$ cat config.mk
export PLATFORM = sky130hd
export DESIGN_NAME = int_issue_queue_flat
export DESIGN_NICKNAME = d
export VERILOG_FILES = /design/src/rtl/int_issue_queue_if.sv /design/src/rtl/int_issue_queue.sv /design/src/flat_wrapper.sv
export SDC_FILE = /design/constraint.sdc
export NUM_CORES = 1
export LEC_CHECK = 0
export CORE_ASPECT_RATIO = 1.1
export CORE_UTILIZATION = 50
export CTS_CLUSTER_DIAMETER = 100
export DETAILED_ROUTE_END_ITERATION = 8
export DONT_BUFFER_PORTS = 1
export GPL_ROUTABILITY_DRIVEN = 1
export PLACE_DENSITY = 0.73
export SKIP_CTS_REPAIR_TIMING = 1
export SKIP_LAST_GASP = 1
export SLEW_MARGIN = 0
export SYNTH_ARGS = -nofsm -noshare
export SYNTH_HDL_FRONTEND = slang
export SYNTH_SLANG_ARGS = --single-unit
$ cat constraint.sdc
create_clock -name clk -period 2.8 [get_ports clk]
set_input_delay 0.28 -clock clk [delete_from_list [all_inputs] [get_ports clk]]
set_output_delay 0.28 -clock clk [all_outputs]
set_load 0.02 [all_outputs]
$ cat src/rtl/int_issue_queue_if.sv
// rtl/int_issue_queue_if.sv - command type package and enqueue/issue handshake interface
package int_issue_pkg;
  typedef struct packed {
    logic [3:0]  opcode;
    logic [4:0]  rd;
    logic [15:0] imm;
  } execution_command_t;
endpackage

interface int_issue_queue_if #(parameter int DEPTH = 4);
  import int_issue_pkg::*;
  localparam int CNT_W = $clog2(DEPTH + 1);

  logic               i_enq_valid;
  logic               o_enq_ready;
  execution_command_t i_enq_command;
  logic               i_flush;
  logic               o_issue_valid;
  execution_command_t o_issue_command;
  logic               i_issue_ready;
  logic [CNT_W-1:0]   o_count;
  logic               o_full;
  logic               o_empty;

  modport slave (
    input  i_enq_valid, i_enq_command, i_flush, i_issue_ready,
    output o_enq_ready, o_issue_valid, o_issue_command, o_count, o_full, o_empty
  );

  modport master (
    output i_enq_valid, i_enq_command, i_flush, i_issue_ready,
    input  o_enq_ready, o_issue_valid, o_issue_command, o_count, o_full, o_empty
  );
endinterface

$ cat src/rtl/int_issue_queue.sv
// rtl/int_issue_queue.sv - circular integer issue queue with flush
// Optional same-cycle empty-queue bypass enabled by defining INT_ISSUE_BYPASS_EN.
module int_issue_queue
  import int_issue_pkg::*;
#(
  parameter int DEPTH = 4
) (
  input  logic              clk,
  input  logic              rst,
  int_issue_queue_if.slave  bus
);
  localparam int PTR_W = $clog2(DEPTH);
  localparam int CNT_W = $clog2(DEPTH + 1);

  execution_command_t mem_q [DEPTH];
  logic [PTR_W-1:0]   head_q, head_d, tail_q, tail_d;
  logic [CNT_W-1:0]   count_q, count_d;
  logic               live_q;
  logic               full, empty, enq_ready, issue_valid;
  logic               write_en, pop_en, bypass_hit;
  execution_command_t issue_cmd;

  always_comb begin
    full        = (count_q == CNT_W'(DEPTH));
    empty       = (count_q == '0);
    // live_q holds ready low until the first edge after reset releases
    enq_ready   = live_q && !full && !bus.i_flush;
    bypass_hit  = 1'b0;
    issue_valid = !empty && !bus.i_flush;
    issue_cmd   = mem_q[head_q];
`ifdef INT_ISSUE_BYPASS_EN
    if (live_q && empty && bus.i_enq_valid && !bus.i_flush) begin
      issue_valid = 1'b1;
      issue_cmd   = bus.i_enq_command;
      bypass_hit  = bus.i_issue_ready;
    end
`endif
    write_en = bus.i_enq_valid && enq_ready && !bypass_hit;
    pop_en   = issue_valid && bus.i_issue_ready && !bypass_hit;

    head_d  = head_q;
    tail_d  = tail_q;
    count_d = count_q;
    if (write_en) tail_d = tail_q + PTR_W'(1);
    if (pop_en)   head_d = head_q + PTR_W'(1);
    if (write_en && !pop_en)      count_d = count_q + CNT_W'(1);
    else if (pop_en && !write_en) count_d = count_q - CNT_W'(1);
    if (bus.i_flush) begin
      head_d  = '0;
      tail_d  = '0;
      count_d = '0;
    end
  end

  always_ff @(posedge clk or posedge rst) begin
    if (rst) begin
      head_q  <= '0;
      tail_q  <= '0;
      count_q <= '0;
      live_q  <= 1'b0;
    end else begin
      head_q  <= head_d;
      tail_q  <= tail_d;
      count_q <= count_d;
      live_q  <= 1'b1;
    end
  end

  always_ff @(posedge clk) begin
    if (write_en) mem_q[tail_q] <= bus.i_enq_command;
  end

  assign bus.o_enq_ready     = enq_ready;
  assign bus.o_issue_valid   = issue_valid;
  assign bus.o_issue_command = issue_cmd;
  assign bus.o_count         = count_q;
  assign bus.o_full          = full;
  assign bus.o_empty         = empty;
endmodule
$ cat src/flat_wrapper.sv
// flat-port wrapper written by rule: the top's interface ports become plain ports
module int_issue_queue_flat import int_issue_pkg::*;
#(
  parameter int DEPTH = 4
)
  (clk, rst, bus_i_enq_valid, bus_i_enq_command, bus_i_flush, bus_i_issue_ready, bus_o_enq_ready, bus_o_issue_valid, bus_o_issue_command, bus_o_count, bus_o_full, bus_o_empty);
  int_issue_queue_if #(.DEPTH(DEPTH)) bus_i ();
  input  logic clk;
  input  logic rst;
  input wire logic [$bits(bus_i.i_enq_valid)-1:0] bus_i_enq_valid;
  input wire logic [$bits(bus_i.i_enq_command)-1:0] bus_i_enq_command;
  input wire logic [$bits(bus_i.i_flush)-1:0] bus_i_flush;
  input wire logic [$bits(bus_i.i_issue_ready)-1:0] bus_i_issue_ready;
  output wire logic [$bits(bus_i.o_enq_ready)-1:0] bus_o_enq_ready;
  output wire logic [$bits(bus_i.o_issue_valid)-1:0] bus_o_issue_valid;
  output wire logic [$bits(bus_i.o_issue_command)-1:0] bus_o_issue_command;
  output wire logic [$bits(bus_i.o_count)-1:0] bus_o_count;
  output wire logic [$bits(bus_i.o_full)-1:0] bus_o_full;
  output wire logic [$bits(bus_i.o_empty)-1:0] bus_o_empty;
  assign bus_i.i_enq_valid = bus_i_enq_valid;
  assign bus_i.i_enq_command = bus_i_enq_command;
  assign bus_i.i_flush = bus_i_flush;
  assign bus_i.i_issue_ready = bus_i_issue_ready;
  assign bus_o_enq_ready = bus_i.o_enq_ready;
  assign bus_o_issue_valid = bus_i.o_issue_valid;
  assign bus_o_issue_command = bus_i.o_issue_command;
  assign bus_o_count = bus_i.o_count;
  assign bus_o_full = bus_i.o_full;
  assign bus_o_empty = bus_i.o_empty;
  int_issue_queue #(.DEPTH(DEPTH)) u_core (.clk(clk), .rst(rst), .bus(bus_i));
endmodule
---- Word-level counts from Yosys, hierarchy flattened ----
Memories as Yosys holds them, arrays and structs flattened.
Index checks and enable logic that the tools add are counted.
operators by class
  equal/unequal tests ..................... 1
  reduce and logical (&&, ||, !) cells .... 16
  $add $sub $neg .......................... 4
  muxes and demuxes ....................... 9
operators by type and width
  cell                                              count
  two-way mux 3 bit                                 3
  two-way mux 2 bit                                 4
  logical AND 1 bit                                 7
  zero test 1 bit                                   5
  adder 2 x 1 -> 2 bit, second input constant       2
  nonzero test 2 bit                                2
  adder 3 x 1 -> 3 bit, second input constant       1
  == test 3 bit, second input constant              1
  zero test 3 bit                                   1
  nonzero test 3 bit                                1
  subtractor 3 x 1 -> 3 bit, second input constant  1
  two-way mux 1 bit                                 2
storage, ports and cells
  memories kept ........................... 1
  memory bits (writable) .................. 100
  input port bits ......................... 30
  bits in registers ....................... 8
  logic and storage cells ................. 35
  output and inout bits ................... 32
memories
  name          words  bits a word  rd ports  clocked after Yosys merged registers in  write ports  RTL line               text
  u_core.mem_q  4      25           1         0                                        1            int_issue_queue.sv:15  execution_command_t mem_q [DEPTH];

---- Depth between registers and ports, before layout ----
  word-level depth ........................ 10
  mapped depth ............................ 8
  depth with buffers taken out ............ 7

---- Least setup slack after synthesis ----
No wires, ideal clock.
  kind .................................... register to register
  start ................................... register u_core.count_q[1] (netlist: u_core.bus.o_count[1])
  end ..................................... register u_core.count_q[2] (netlist: u_core.bus.o_count[2])
  library setup time ...................... 136 ps
  period minus slack after synthesis ...... 2069 ps
  path buffers ............................ 1
  arrival ................................. 1933 ps
  required time ........................... 2664 ps
  cell stages (with the launch flop) ...... 9
  setup slack ............................. 731 ps
  cell sequence ........................... dfrtp_1 buf_6 or3b_4 and3_4 fa_1 inv_1 nor3_1 o21ai_0 a31oi_1
between the ends
  longest elaborated chain between the ends .. 8
  elaborated cells on any way between the ends .. 19
  those cells by class .................... add/sub: 2; eq/ne: 1; mux: 3; reduce/logical: 13
ends and longest elaborated chain
  item                                                                               RTL line               text
  from (decl)                                                                        int_issue_queue.sv:17  logic [CNT_W-1:0] count_q, count_d;
  from (signal assigned)                                                             int_issue_queue.sv:64  count_q <= count_d;
  parallel branches: the longest is 8 deep, another holds subtractor 3 x 1 -> 3 bit  n/a
Several ways; the timed one is not identified. The select of a mux whose other input is x is not followed.
A chain may end at the register's enable or synchronous reset.

---- Worst setup path after layout ----
  start ................................... register u_core.count_q[2] (netlist: u_core.bus.o_count[2])
  end ..................................... output bus_o_enq_ready
between the ends
  longest elaborated chain between the ends .. 4
ends and longest elaborated chain
  item                             RTL line               text
  == test 3 bit                    int_issue_queue.sv:24  full = (count_q == CNT_W'(DEPTH));
  net bus_o_full                   flat_wrapper.sv:18     output wire logic [$bits(bus_i.o_full)-1:0] bus_o_full;
  zero test 1 bit                  int_issue_queue.sv:27  enq_ready = live_q && !full && !bus.i_flush;
  logical AND 1 bit (2 in series)  int_issue_queue.sv:27
  to (decl)                        flat_wrapper.sv:14     output wire logic [$bits(bus_i.o_enq_ready)-1:0] bus_o_enq_ready;
The timed path passes the listed nets, and every way through them passes these cells.

==> impl_metrics.toml <==
[sta]
min_period_ns = 2.259
setup_viol = 0
rsz0062_at_grt = "no"
relSlewSlack_pct = 47.24
tns_ns = 0
fmaxAchievable_mhz = 442.6
period_share_pct = 80.69
drv_slew = 0
worst_slew_pin_slew_ns = 0.7915
fin_skew_ns = 0.006476
hold_viol_final = 0

[routing]
met2_length_um = 3712
met3_length_um = 314
ant_nets = 0
vias_per_cell = 5.592
drc = 0
dr.pass1.iters = 4
wl_um = 6987
met1_length_um = 2843
drt_iter0_drc = 85
topRoutingLayerUsed = "met4"
vias = 1935
wire_per_inst_um = 20.19

[clocking]
cts_root_buffer = "clkbuf_8"
cts_tree = "yes"
clk_latency_ns = 0.36
htreeDepth = 3
cts_buffers = 9
cts.sinks = 108
clock_path_buffers = 2
clkTransAtPathRegs_ns = 0.10

[global_route]
grt_pass1_wl_um = 10830
grt.total_usage_pct = 17.51
grt-ovfl-total = 0
grt_start_max_net_pins = 24
grt_pass1_vias = 2023
grt_antenna_before_repair = 0

[setup_path]
arrival_ns = 1.98
cp-startpoint = "u_core.bus.o_count[2]"
critical_path.startpoint_type = "flip-flop"
path_max_fanout = 10
crit_type = "flip-flop to primary output"
worst_r2r_path_depth = 3
critPathCaptureType = "primary output"
r2r_start = "u_core.bus.o_count[2]"
required_ns = 2.52

[yosys]
synth_most_common_cell = "edfxtp_1"
avgSynthCellArea_sq_um = 21.12
synth-seq-cells = 108
synthTopCellsByArea = "edfxtp_1, mux4_2, dfrtp_1"
yosys.area.top_type_share_pct = 71.45
synth_ff_type = "edfxtp_1"
syn_inst = 199
synthesis.area_sq_um = 4203
async_flop_share_pct = 7.407
synth.distinct_cells = 35
synth_common_cells = "edfxtp_1, mux4_2, dfrtp_1"
ys_warn_count = 0
synth_edf_count = 100
yosysSeqAreaShare_pct = 76.21
synth_top_cell_by_area = "edfxtp_1"
syn-num-nets = 234

[layout]
nNetsFinal = 268
nFillCells = 567
area_delta_synth_final_pct = 14.05
diodes = 0
final_area_sq_um = 4793
drive_gt1_share_pct = 22.69

[die]
rows = 34
ios = 62
die_x_um = 89.42
die_h_um = 98.16
start_util_pct = 52.27
core_area_sq_um = 8040
fp.dieArea_sq_um = 8777

[min_path]
holdPathStages = 3
min_path_type = "input pin to flip-flop"
worstHoldStart = "bus_i_issue_ready"

[placement]
dpl_cell_area_sq_um = 4338
io_buffers = 0
dp_hpwl_um = 4335
gp_congestion = 0.6923

[run_status]
status = "complete, no violations"

[pwr]
p_leak_nw = 1.546
ir_drop_v = 0.0003279
pwr_density_cell_nw_per_um2 = 637.6

[run]
max-cap-violations = 0
[layer usage]
layer  GRT usage (%)  vias up
li1                -      871
met1           20.49     1006
met2           29.77       49
met3           5.156        9
met4           7.326        0
met5               0        -
[cell families (layout without fill, tap and decap cells)]
kind of cell             Yosys count  count (layout)  synth area share [%]
flip-flops                       108             108                 76.21
multiplexers                      26              26                 13.66
AND/OR/NAND/NOR                   24              24                 3.364
buffers and inverters             18              57                 2.233
AO/OA/AOI/OAI                     14              14                 2.144
adder cells (fa/ha/maj)            5               5                 1.667
XOR/XNOR                           3               3                0.6253
other                              1               1               0.08923
[layout make-up]
cell class / instances / area (sq um) / area share (%)
Timing Repair Buffer: 34 / 335.3 / 6.996
Clock inverter: 6 / 57.56 / 1.201
Multi-Input combinational cell: 73 / 905.9 / 18.90
Clock buffer: 10 / 127.6 / 2.662
Inverter: 7 / 27.53 / 0.5743
Sequential cell: 108 / 3204 / 66.85
Tap cell: 108 / 135.1 / 2.819
[power by group]
part	internal [mW]	leakage, nW	switching [mW]
combinational	0.152	0.442	0.197
clock	0.344	0.0949	0.538
sequential	1.79	1.01	0.0316
[through the flow]
step           total power, mW  hold slack, ns  setup slack (ns)  util (%)  instances
2_1_floorplan            2.124         0.09566            0.7314         -        199
3_3_place_gp             2.167          0.1401            0.6137     53.95        303
3_5_place_dp             2.172          0.1472            0.5539     53.95        303
4_1_cts                  3.052         -0.2665            0.5195     56.26        319
5_1_grt                  3.180          0.1291            0.4140     59.62        346
6_report                 3.056          0.1291            0.5407     59.62        346
[cell usage in the layout, fill, tap and decap left out, drive strengths merged, types with 2 or more instances in the layout]
master	netlist	layout
dlygate4sd3	0	27
edfxtp	100	100
o31ai	2	2
o22ai	2	2
a21oi	4	4
ha	4	4
dfrtp	8	8
nand2	4	4
nand3b	2	2
clkbuf	2	10
nor2	5	5
clkinv	1	4
nor3	2	2
o21ai	3	3
xor2	2	2
and3	5	5
mux4	25	25
nand3	2	2
buf	9	7
inv	6	9
[final timing paths]
| kind | to | slack (ns) |
|---|---|---|
| setup reg to reg | u_core.mem_q[1][21] | 0.55 |
| hold / removal | u_core.bus.o_count[1] | 0.13 |
| min in group asynchronous | u_core.live_q | 0.29 |
| max in group asynchronous | u_core.head_q[0] | 2.24 |
| hold reg to reg | u_core.tail_q[0] | 0.61 |
| setup / recovery | bus_o_enq_ready | 0.54 |
[flip-flops by register name, indices dropped and copies added, names as in the netlist]
| signal | cells |
|---|---|
| u_core.live_q | 1 |
| u_core.head_q | 2 |
| u_core.mem_q | 100 |
| u_core.tail_q | 2 |
| u_core.bus.o_count | 3 |
[critical path, cell delays in order, from the launching register on]
cell and delay [ns]:
dfrtp_1 0.55, or3b_4 0.35, clkinv_2 0.13, nor3b_1 0.57
(Power assumes the default switching activity.)
